`config.mk`:
```
export PLATFORM = sky130hd
export DESIGN_NAME = mac_dot_seq
export DESIGN_NICKNAME = d
export VERILOG_FILES = /design/src/rtl/mac_dot_seq.sv
export SDC_FILE = /design/constraint.sdc
export NUM_CORES = 1
export LEC_CHECK = 0
export ABC_AREA = 1
export BUFFER_PORTS_ARGS = -buffer_cell sky130_fd_sc_hd__buf_2
export CAP_MARGIN = 20
export CELL_PAD_IN_SITES_DETAIL_PLACEMENT = 1
export CELL_PAD_IN_SITES_GLOBAL_PLACEMENT = 1
export CORE_UTILIZATION = 40
export DETAILED_ROUTE_END_ITERATION = 6
export PLACE_DENSITY = 0.86
export SYNTH_ARGS = -nofsm -noshare
export SYNTH_HDL_FRONTEND = slang
export SYNTH_SLANG_ARGS = --single-unit
```
`constraint.sdc`:
```
create_clock -name clk_i -period 2.3 [get_ports clk_i]
set_input_delay 0.115 -clock clk_i [delete_from_list [all_inputs] [get_ports clk_i]]
set_output_delay 0.115 -clock clk_i [all_outputs]
set_load 0.02 [all_outputs]
```
`src/rtl/mac_dot_seq.sv`:
```
// -----------------------------------------------------------------------------
// mac_dot_seq
//
// Sequential 4-lane dot-product engine for the MAC coprocessor. Each operand
// beat carries four unsigned 8-bit activations and four signed 8-bit weights.
// The per-beat signed product sum is added onto a 32-bit accumulator, which is
// initialised from the job bias. After the programmed number of beats, the
// result is presented on a valid/ready port.
//
// Optional feature (compile-time macro MAC_RELU_EN):
//   defined   : res_o = (acc < 0) ? 0 : acc   (acc and ovf_o are unaffected)
//   undefined : res_o = acc, raw signed
//
// Ports:
//   clk_i        in   clock, rising edge
//   rst_ni       in   asynchronous active-low reset
//   start_i      in   job start; captures len_i and bias_i
//   len_i        in   beat count of the job (0 is legal)
//   bias_i       in   signed initial accumulator value
//   in_valid_i   in   operand beat valid
//   in_ready_o   out  operand beat accepted (high only while accumulating)
//   act_i        in   activations, unsigned byte per lane, lane k = [8k+7:8k]
//   wgt_i        in   weights, signed byte per lane, same lane mapping
//   res_valid_o  out  result valid
//   res_ready_i  in   downstream accepts the result
//   res_o        out  signed result
//   ovf_o        out  sticky signed-overflow flag for the current/last job
//   busy_o       out  high whenever the engine is not idle
// -----------------------------------------------------------------------------
module mac_dot_seq #(
    parameter int LEN_W = 16
) (
    input  logic             clk_i,
    input  logic             rst_ni,
    input  logic             start_i,
    input  logic [LEN_W-1:0] len_i,
    input  logic [31:0]      bias_i,
    input  logic             in_valid_i,
    output logic             in_ready_o,
    input  logic [31:0]      act_i,
    input  logic [31:0]      wgt_i,
    output logic             res_valid_o,
    input  logic             res_ready_i,
    output logic [31:0]      res_o,
    output logic             ovf_o,
    output logic             busy_o
);

    // state | meaning
    // IDLE  | waiting for start_i
    // ACCUM | accepting operand beats, one per cycle
    // DONE  | result held on res_o until res_ready_i
    typedef enum logic [1:0] {
        IDLE  = 2'd0,
        ACCUM = 2'd1,
        DONE  = 2'd2
    } state_t;

    state_t           state, state_nx;
    logic [31:0]      acc, acc_nx;
    logic [LEN_W-1:0] cnt, cnt_nx;
    logic [LEN_W-1:0] len, len_nx;
    logic             ovf, ovf_nx;
    logic [31:0]      res, res_nx;

    logic signed [17:0] dot_sum;
    logic [31:0]        dot_ext;
    logic [31:0]        acc_sum;
    logic               add_ovf;
    logic               take_start;

    function automatic logic [31:0] post_proc(input logic [31:0] v);
`ifdef MAC_RELU_EN
        return v[31] ? 32'd0 : v;
`else
        return v;
`endif
    endfunction

    // Activation is zero-extended to 9 bits so the product is a plain signed
    // multiply; every lane product fits comfortably in 17 bits.
    always_comb begin
        logic signed [16:0] prod;
        prod    = '0;
        dot_sum = '0;
        for (int k = 0; k < 4; k++) begin
            prod    = 17'($signed({1'b0, act_i[8*k +: 8]})) * 17'($signed(wgt_i[8*k +: 8]));
            dot_sum = dot_sum + 18'(prod);
        end
    end

    assign dot_ext = 32'(dot_sum);
    assign acc_sum = acc + dot_ext;
    assign add_ovf = (acc[31] == dot_ext[31]) && (acc_sum[31] != acc[31]);

    // A start is honoured from IDLE, or in DONE on the very cycle the result
    // is consumed so back-to-back jobs need no idle bubble.
    assign take_start = start_i && ((state == IDLE) || ((state == DONE) && res_ready_i));

    always_comb begin
        state_nx = state;
        acc_nx   = acc;
        cnt_nx   = cnt;
        len_nx   = len;
        ovf_nx   = ovf;
        res_nx   = res;

        case (state)
            ACCUM: begin
                if (in_valid_i) begin
                    acc_nx = acc_sum;
                    cnt_nx = cnt + LEN_W'(1);
                    if (add_ovf) begin
                        ovf_nx = 1'b1;
                    end
                    if (cnt == len - LEN_W'(1)) begin
                        state_nx = DONE;
                        res_nx   = post_proc(acc_sum);
                    end
                end
            end
            DONE: begin
                if (res_ready_i) begin
                    state_nx = IDLE;
                end
            end
            default: ;
        endcase

        if (take_start) begin
            acc_nx = bias_i;
            cnt_nx = '0;
            ovf_nx = 1'b0;
            len_nx = len_i;
            if (len_i == '0) begin
                state_nx = DONE;
                res_nx   = post_proc(bias_i);
            end else begin
                state_nx = ACCUM;
            end
        end
    end

    always_ff @(posedge clk_i or negedge rst_ni) begin
        if (!rst_ni) begin
            state <= IDLE;
            acc   <= '0;
            cnt   <= '0;
            len   <= '0;
            ovf   <= 1'b0;
            res   <= '0;
        end else begin
            state <= state_nx;
            acc   <= acc_nx;
            cnt   <= cnt_nx;
            len   <= len_nx;
            ovf   <= ovf_nx;
            res   <= res_nx;
        end
    end

    assign in_ready_o  = (state == ACCUM);
    assign res_valid_o = (state == DONE);
    assign busy_o      = (state != IDLE);
    assign res_o       = res;
    assign ovf_o       = ovf;

endmodule

```
### After elaboration in Yosys (flattened, before gate mapping)

Cells that the tools add are included.

| storage, ports and cells | value |
|---|---|
| register bits | 99 |
| input bits | 117 |
| output and inout port bits | 36 |
| word-level logic and storage cells | 59 |

| cells by class | value |
|---|---|
| $add $sub $neg | 6 |
| multipliers | 4 |
| eq/ne operators | 8 |
| multiplexer cells | 21 |
| reduce and logical (&&, ||, !) cells | 14 |

Operators with widths:

| kind | count |
|---|---|
| $mux W32 | 8 |
| $mul A9 B8 Y17 | 4 |
| $mux W16 | 3 |
| $add A18 B17 Y18 | 2 |
| $add A32 B32 Y32 | 1 |
| $add A17 B17 Y18 | 1 |
| $add A16 B1 Y16 const B | 1 |
| $eq A16 B16 Y1 | 1 |
| $logic_not A16 Y1 | 1 |
| $sub A16 B1 Y16 const B | 1 |
| $mux W2 | 5 |
| $reduce_bool A2 Y1 | 4 |
| $ne A3 B1 Y1 const B | 2 |
| $mux W1 | 4 |
| $pmux W2 S2 | 1 |
| $reduce_and A4 Y1 | 1 |
| $logic_and A1 B1 Y1 | 3 |
| $ne A3 B2 Y1 const B | 1 |
| $reduce_and A3 Y1 | 1 |
| $reduce_bool A3 Y1 | 1 |
| $eq A2 B1 Y1 const B | 1 |
| $eq A2 B2 Y1 const B | 1 |
| $logic_not A2 Y1 | 1 |
| $reduce_and A2 Y1 | 1 |
| 3 further kinds | 3 |

### Depth between registers and ports, before layout

Gate-level depths: netlist of run 1.

| logic depth | value |
|---|---|
| word-level depth | 11 |
| depth in mapped cells | 44 |

### Least setup slack after synthesis of run 1

Ideal clock, no wire load.

| path | value |
|---|---|
| path type | input -> register |
| start point | input act_i[26] |
| end point | register acc[18] |
| setup time | 77 ps |
| arrival | 7540 ps |
| path slack | -5317 ps |
| cell stages on the path | 38 |
| path buffers | 1 |
| path through | clkbuf_1 -> nand2_1 -> fa_1 -> inv_1 -> fa_1 -> inv_1 -> fa_1 -> inv_1 -> fa_1 -> fa_1 -> fa_1 -> inv_1 -> fa_1 -> fa_1 -> inv_1 -> ha_1 -> inv_1 -> o21ai_0 -> [2 not listed] -> nand2_1 -> nand2_1 -> a21oi_1 -> o21ai_0 -> nand2_1 -> o21ai_0 -> xor2_1 -> ha_1 -> nand2_1 -> inv_1 -> a21oi_1 -> o21ai_0 -> a21oi_1 -> o21ai_0 -> o21ai_0 -> a21oi_1 -> or2_2 -> a21oi_1 |

| on the way | value |
|---|---|
| longest elaborated chain between the ends | 6 |

RTL lines:

| what | RTL line | source |
|---|---|---|
| start: declaration | 40 | `input logic [31:0] act_i,` |
| $mul A9 B8 Y17 | 87 | `prod = 17'($signed({1'b0, act_i[8*k +: 8]})) * 17'($signed(wgt_i[8*k +: 8]));` |
| $add A18 B17 Y18 | 88 | `dot_sum = dot_sum + 18'(prod);` |
| $add A32 B32 Y32 | 93 | `assign acc_sum = acc + dot_ext;` |
| $mux W32 | 110 | `if (in_valid_i) begin` |
| $mux W32 | 108 | `case (state)` |
| $mux W32 | 130 | `if (take_start) begin` |
| end signal: assignment | 154 | `acc <= acc_nx;` |
| end: declaration | 60 | `logic [31:0] acc, acc_nx;` |

Every way passes these cells. The select of a mux whose other input is x is not followed.
A chain may end at the register's enable or synchronous reset.

### Worst setup path in the final report of run 1

| path | value |
|---|---|
| start point | input act_i[13] |
| end point | register res[29], in the netlist res_o[29] |

| on the way | value |
|---|---|
| longest elaborated chain between the ends | 10 |

RTL lines:

| what | RTL line | source |
|---|---|---|
| $mul A9 B8 Y17 * | 87 |  |
| $add A17 B17 Y18 * | 88 |  |
| $add A18 B17 Y18 * (2 in a row) | 88 |  |
| $add A32 B32 Y32 * | 93 |  |
| $mux W32 * | 116 | `if (cnt == len - LEN_W'(1)) begin` |
| $mux W32 * | 110 |  |
| $mux W32 * | 108 |  |
| $mux W32 | 135 | `if (len_i == '0) begin` |
| $mux W32 * | 130 |  |
| via res_nx[29] | 64 | `logic [31:0] res, res_nx;` |
| end signal: assignment | 158 | `res <= res_nx;` |
| end: declaration | 64 |  |

The timed path passes the listed nets; every way through them passes the cells marked *.

==> results of run 1 <==
-- final cells by class --
class,count,share of cell area [%]
clock buffers,10,0.941
flip-flops and latches,99,9.76
diodes,5,0.0493
repair buffers,532,16.6
clock inverters,6,0.296
well taps,585,2.88
inverters,702,10.5
multi-input cells,1500,59.0
-- critical path, delay by kind of cell --
family / cells / cell delay, ps
simple gates: 10 / 1380
buf+inv: 16 / 1900
compound gates: 4 / 1350
xor+xnor: 1 / 180
fa+ha+maj: 10 / 4330
-- metrics by stage --
step	utilization, %	std cells	instance area (µm²)	hold WS, ps
floorplan	-	2389	18300	-181
global placement	49.2	3322	21200	74.3
detailed placement	49.2	3322	21200	89.9
CTS	54.9	3388	23700	25.4
global route	58.8	3434	25400	34.4
finish	58.8	3439	25400	30.6
-- repair_timing --
action,CTS,global route
gates resized for setup,414,341
pin swaps,154,161
endpoints found under the setup margin,68,76
setup buffers,41,49
gates cloned,0,0
hold buffers,13,0
endpoints found under the hold margin,41,0
-- worst max-delay path by stage --
stage / slack [ps] / startpoint / to
5_1_grt: -6690 / act_i[13] / res_o[29]
6_report: -6630 / act_i[13] / res_o[29]
3_5_place_dp: -6000 / wgt_i[15] / res_o[28]
4_1_cts: -5130 / act_i[23] / res_o[31]
2_1_floorplan: -4930 / act_i[23] / acc[18]
3_3_place_gp: -5670 / wgt_i[15] / acc[18]
-- cells in the final DEF, fill, tap and decap left out, types with 13 or more instances in the layout --
cell type,instances
o21ai_0,29
buf_4,307
a21oi_2,26
buf_2,112
nand3_1,58
nor2_4,23
nand2_1,443
a21oi_4,15
buf_6,82
nand3_2,32
fa_2,29
o21ai_1,20
o211ai_1,14
fa_1,201
dlygate4sd3_1,13
ha_4,67
inv_2,106
o21ai_2,21
dfrtp_1,97
xor2_1,15
nand2_4,38
nor2_1,67
nand2_2,83
a21oi_1,22
nor2_2,28
inv_1,585
ha_1,119
nand4_1,14
-- logic make-up (layout without fill, tap and decap cells) --
group                    after synthesis  count (layout)  synth area share, %
AO/OA/AOI/OAI                        199             199                 6.58
XOR/XNOR                              49              49                 2.45
adder cells (fa/ha/maj)              417             417                 39.6
buffers and inverters                790            1250                 17.2
flip-flops                            99              99                 14.1
other                                  0               5                    0
AND/OR/NAND/NOR                      835             835                 20.1
-- routing by layer --
| layer | vias up | global-route usage [%] | part of all wire (%) |
|---|---|---|---|
| met5 | - | 0.222 | 0.048 |
| met4 | 8 | 33.1 | 13 |
| met3 | 1027 | 6.11 | 12 |
| met2 | 1855 | 66.5 | 44 |
| met1 | 10158 | 39.6 | 30 |
| li1 | 7935 | - | - |
-- flip-flops by register name (all words and copies together) (netlist names) --
signal and flops:
acc 32, cnt 16, len 16, ovf_o 1, res_o 32, state 2
==> results by group, run 1 <==
Status
  • Status: finished with violations
  • Violated checks: negative setup slack

Die
  • IO Pins: 153
  • Initial core utilization: 40.6%
  • Rows: 76
  • Placeable Area: 43200 µm²
  • Die footprint: 44700 µm²
  • Die height: 211 µm
  • Die X: 211 µm

STA
  • Post-route clock period utilization: 388%
  • Sum Neg Setup Slack: -338280 ps
  • Pins Over Slew Limit: 0
  • Worst Setup Slack, final: -6630 ps
  • Final setup vio count: 76
  • Max_slew headroom: 35.7%
  • Final clock skew: 18.4 ps
  • Highest clock rate: 0.112 GHz
  • Final hold vios: 0
  • Min cycle time layout: 8930 ps
  • RSZ-0062 raised after global routing: yes
  • Worst-Margin Slew: 954 ps

Detailed routing
  • Vias per std cell: 6.10
  • Final antenna-violating net count: 0
  • Drt drc: 0
  • First-pass DRT Iterations: 6
  • Wire per inst: 31.8 µm
  • DRT Wirelength: 109000 µm
  • Vias: 20983
  • Drt initial violations: 2336

Synthesis
  • Main area contributors after synthesis: fa_1 (26%), inv_1 (15%), dfrtp_1 (14%)
  • Post-Syn Area: 17500 µm²
  • Cell variety after synth: 46
  • Ys async rst share: 100%
  • Mean Syn Cell Area: 7.34 µm²
  • Post-synthesis cell type with the largest combined area: fa_1
  • Top FF cell, synth: dfrtp_1
  • Synth warnings: 0
  • Share of the synthesized area in the top cell type: 26.2%
  • Syn_nets: 2923
  • Post-synth top cells: inv_1 (695), nand2_1 (563), fa_1 (230), ha_1 (187), nor2_1 (108)
  • Sequential area share after synthesis: 14.1%
  • Cells after Synth: 2389
  • EDFF count, synth: 0
  • Most frequent cell after synthesis: inv_1
  • Yosys reg bits: 99

Global route
  • Largest net degree at the start of global routing: 71
  • Initial antenna violation count: 7
  • First-pass GRT wire length: 127000 µm
  • GR Util All Layers: 38.0%
  • Grt ovf: 0
  • Number of global-route vias before repair: 21931

Hold path
  • Min-Delay Path Class: in2reg
  • Hold EP: res_o[13]
  • Min-Delay Path Depth: 3
  • Hold Path Origin: bias_i[13]

Placed design
  • # port buffers: 152
  • Worst slack, placed: -6000 ps
  • Placer Congestion: 0.942
  • DP HPWL: 55200 µm

Clock tree
  • Worst-Skew Late Latency: 390 ps
  • # clock sinks: 99
  • Clk root buf: clkbuf_16
  • CTS H-tree depth: 3
  • CTS Buf Count: 9
  • Longest Clk Path Bufs: 2
  • Worst-path clk slew: 90 ps
  • TritonCTS clock tree: done

Final layout
  • Fill count: 5117
  • Nets: 3378
  • Share of cells above drive strength 1: 39.0%
  • Register area: 2480 µm²
  • Area of the multi-input gates: 15000 µm²
  • Synthesis-to-finish area growth: 44.8%

Setup path
  • WS Path Type: in2reg
  • Worst r2r src: len[1]
  • Setup crit start kind: primary input
  • Worst R2R End: res_o[3]
  • CP Max Fanout: 6
  • Max incr delay on CP: 760 ps
  • R2R depth: 17
  • CP max stage cell: o21ai_0
  • Critical path arrival: 9260 ps
  • CP most frequent cell: inv_1
  • CP Capture Type: flop
  • R2R Setup Slk: -1550 ps
  • Critical Path RT: 2630 ps

Run
  • Number of max-cap violations: 0
Power of run 1 is not shown: default switching activity piles up to over one toggle a cycle in this logic, so the estimate is an artifact.
==> run 2: changes to the inputs <==
CELL_PAD_IN_SITES_DETAIL_PLACEMENT = not set   (was 1)
CELL_PAD_IN_SITES_GLOBAL_PLACEMENT = not set   (was 1)
MAX_ROUTING_LAYER = met4   (was not set)
PLACE_DENSITY = 0.68   (was 0.86)
SKIP_CTS_REPAIR_TIMING = 1   (was not set)
==> run 2 against run 1 <==
  * The flow finishes with violations (negative hold slack, negative setup slack)
  * Flip-flop and latch count unchanged
  * Sequential share of layout area up 0.69 points
  * Count of clock-buffer cells in the layout down 1
  * Non-clock buffer count down 74
  * Worst setup slack better by 1400 ps
  * Core utilization down 3.9 points
  * Critical path type unchanged
  * Largest cell class unchanged
==> results by group, run 2 (same netlist as run 1, synthesis figures left out) <==
Global route
  • Number of global-route vias before repair: 16196
  • Initial antenna violation count: 0
  • First-pass GRT wire length: 81700 µm
  • Grt ovf: 0
  • GR Util All Layers: 23.8%
  • Largest net degree at the start of global routing: 48

Final layout
  • Fill count: 3971
  • Most common cell after layout, fill and taps aside: inv_1
  • Area of the multi-input gates: 14000 µm²
  • Synthesis-to-finish area growth: 35.3%
  • Share of cells above drive strength 1: 30.9%
  • Register area: 2480 µm²
  • Most frequent cells in the layout: inv_1 (631), nand2_1 (492), buf_4 (263)
  • Antenna Cells: 0
  • Final instance area: 23700 µm²
  • Nets: 3305

STA
  • Max_slew headroom: 54.6%
  • Final hold vios: 3
  • Sum Neg Setup Slack: -278010 ps
  • Worst-Margin Slew: 681 ps
  • Final setup vio count: 64
  • Worst hold margin: -26.4 ps
  • Worst Setup Slack, final: -5220 ps
  • Min cycle time layout: 7520 ps
  • Final clock skew: 13.5 ps
  • Highest clock rate: 0.133 GHz
  • Post-route clock period utilization: 327%
  • Pins Over Slew Limit: 0
  • RSZ-0062 raised after global routing: yes

Clock tree
  • # clock sinks: 99
  • CTS H-tree depth: 3
  • TritonCTS clock tree: done
  • Worst-path clk slew: 80 ps
  • CTS Buf Count: 9
  • Clk root buf: clkbuf_16
  • Worst-Skew Late Latency: 370 ps
  • Longest Clk Path Bufs: 2

Setup path
  • Worst r2r src: len[1]
  • R2R Setup Slk: -200 ps
  • R2R depth: 18
  • CP Capture Type: flop
  • Worst R2R End: res_o[17]
  • Setup crit start kind: primary input
  • Max incr delay on CP: 580 ps
  • CP max stage cell: fa_2
  • Critical Path RT: 2600 ps
  • Critical path arrival: 7820 ps
  • WS Path Type: in2reg
  • CP Max Fanout: 5

Hold path
  • Hold Path Origin: len_i[7]
  • Hold EP: len[7]
  • Min-Delay Path Class: in2reg
  • Min-Delay Path Depth: 3

Die
  • Die X: 211 µm
  • Rows: 76
  • Initial core utilization: 40.6%
  • Placeable Area: 43200 µm²
  • Die height: 211 µm
  • Die footprint: 44700 µm²
  • IO Pins: 153

Detailed routing
  • Drt drc: 0
  • DRT Wirelength: 52700 µm
  • Drt initial violations: 854
  • Wire per inst: 15.7 µm
  • Vias per std cell: 4.79
  • Vias: 16115
  • First-pass DRT Iterations: 5
  • Final antenna-violating net count: 0

Placed design
  • Placed inst area: 21100 µm²
  • DP HPWL: 43600 µm
  • # port buffers: 152
  • Placer Congestion: 0.944

Status
  • Status: finished with violations
  • Violated checks: negative hold slack, negative setup slack

Run
  • Number of max-cap violations: 0
[run 2: critical path: cells and delay by family]
kind | cells | cell delay [ps]
AO/OA/AOI/OAI | 7 | 790
AND/OR/NAND/NOR | 11 | 1090
buffers and inverters | 10 | 660
XOR/XNOR | 2 | 430
adder cells (fa/ha/maj) | 10 | 4710
[run 2: layer usage]
metal / global-route usage [%] / wire (µm) / up-vias
met2: 40.2 / 26600 / 339
li1: - / - / 7780
met1: 30.8 / 22700 / 7930
met3: 2.08 / 2130 / 66
met4: 6.17 / 1250 / 0
met5: - / 0 / -
[run 2: area by class of cell]
type,instances,area share (%)
Multi-Input combinational cell,1500,59.1
Sequential cell,99,10.5
Timing Repair Buffer,458,14.9
Timing Repair inverter,1,0.0211
Inverter,702,11.2
Clock inverter,7,0.301
Tap cell,585,3.08
Clock buffer,9,0.949
[run 2: through the flow]
step                setup WS, ps  cells  util (%)
floorplan                  -4930   2389         -
global placement           -5760   3305      48.9
detailed placement         -5950   3305      48.9
CTS                        -5580   3321      49.6
global route               -5580   3361      55.0
finish                     -5220   3361      55.0
[run 2: worst max-delay path by stage]
| stage | from | to | slack [ps] | cells past startpoint |
|---|---|---|---|---|
| 3_3_place_gp | wgt_i[23] | acc[18] | -5760 | 37 |
| 6_report | wgt_i[15] | res_o[21] | -5220 | 40 |
| 4_1_cts | wgt_i[24] | acc[18] | -5580 | 36 |
| 3_5_place_dp | wgt_i[24] | acc[18] | -5950 | 36 |
| 5_1_grt | wgt_i[15] | res_o[25] | -5580 | 40 |
| 2_1_floorplan | act_i[23] | acc[18] | -4930 | 38 |
Power of run 2 is left out for the same reason.
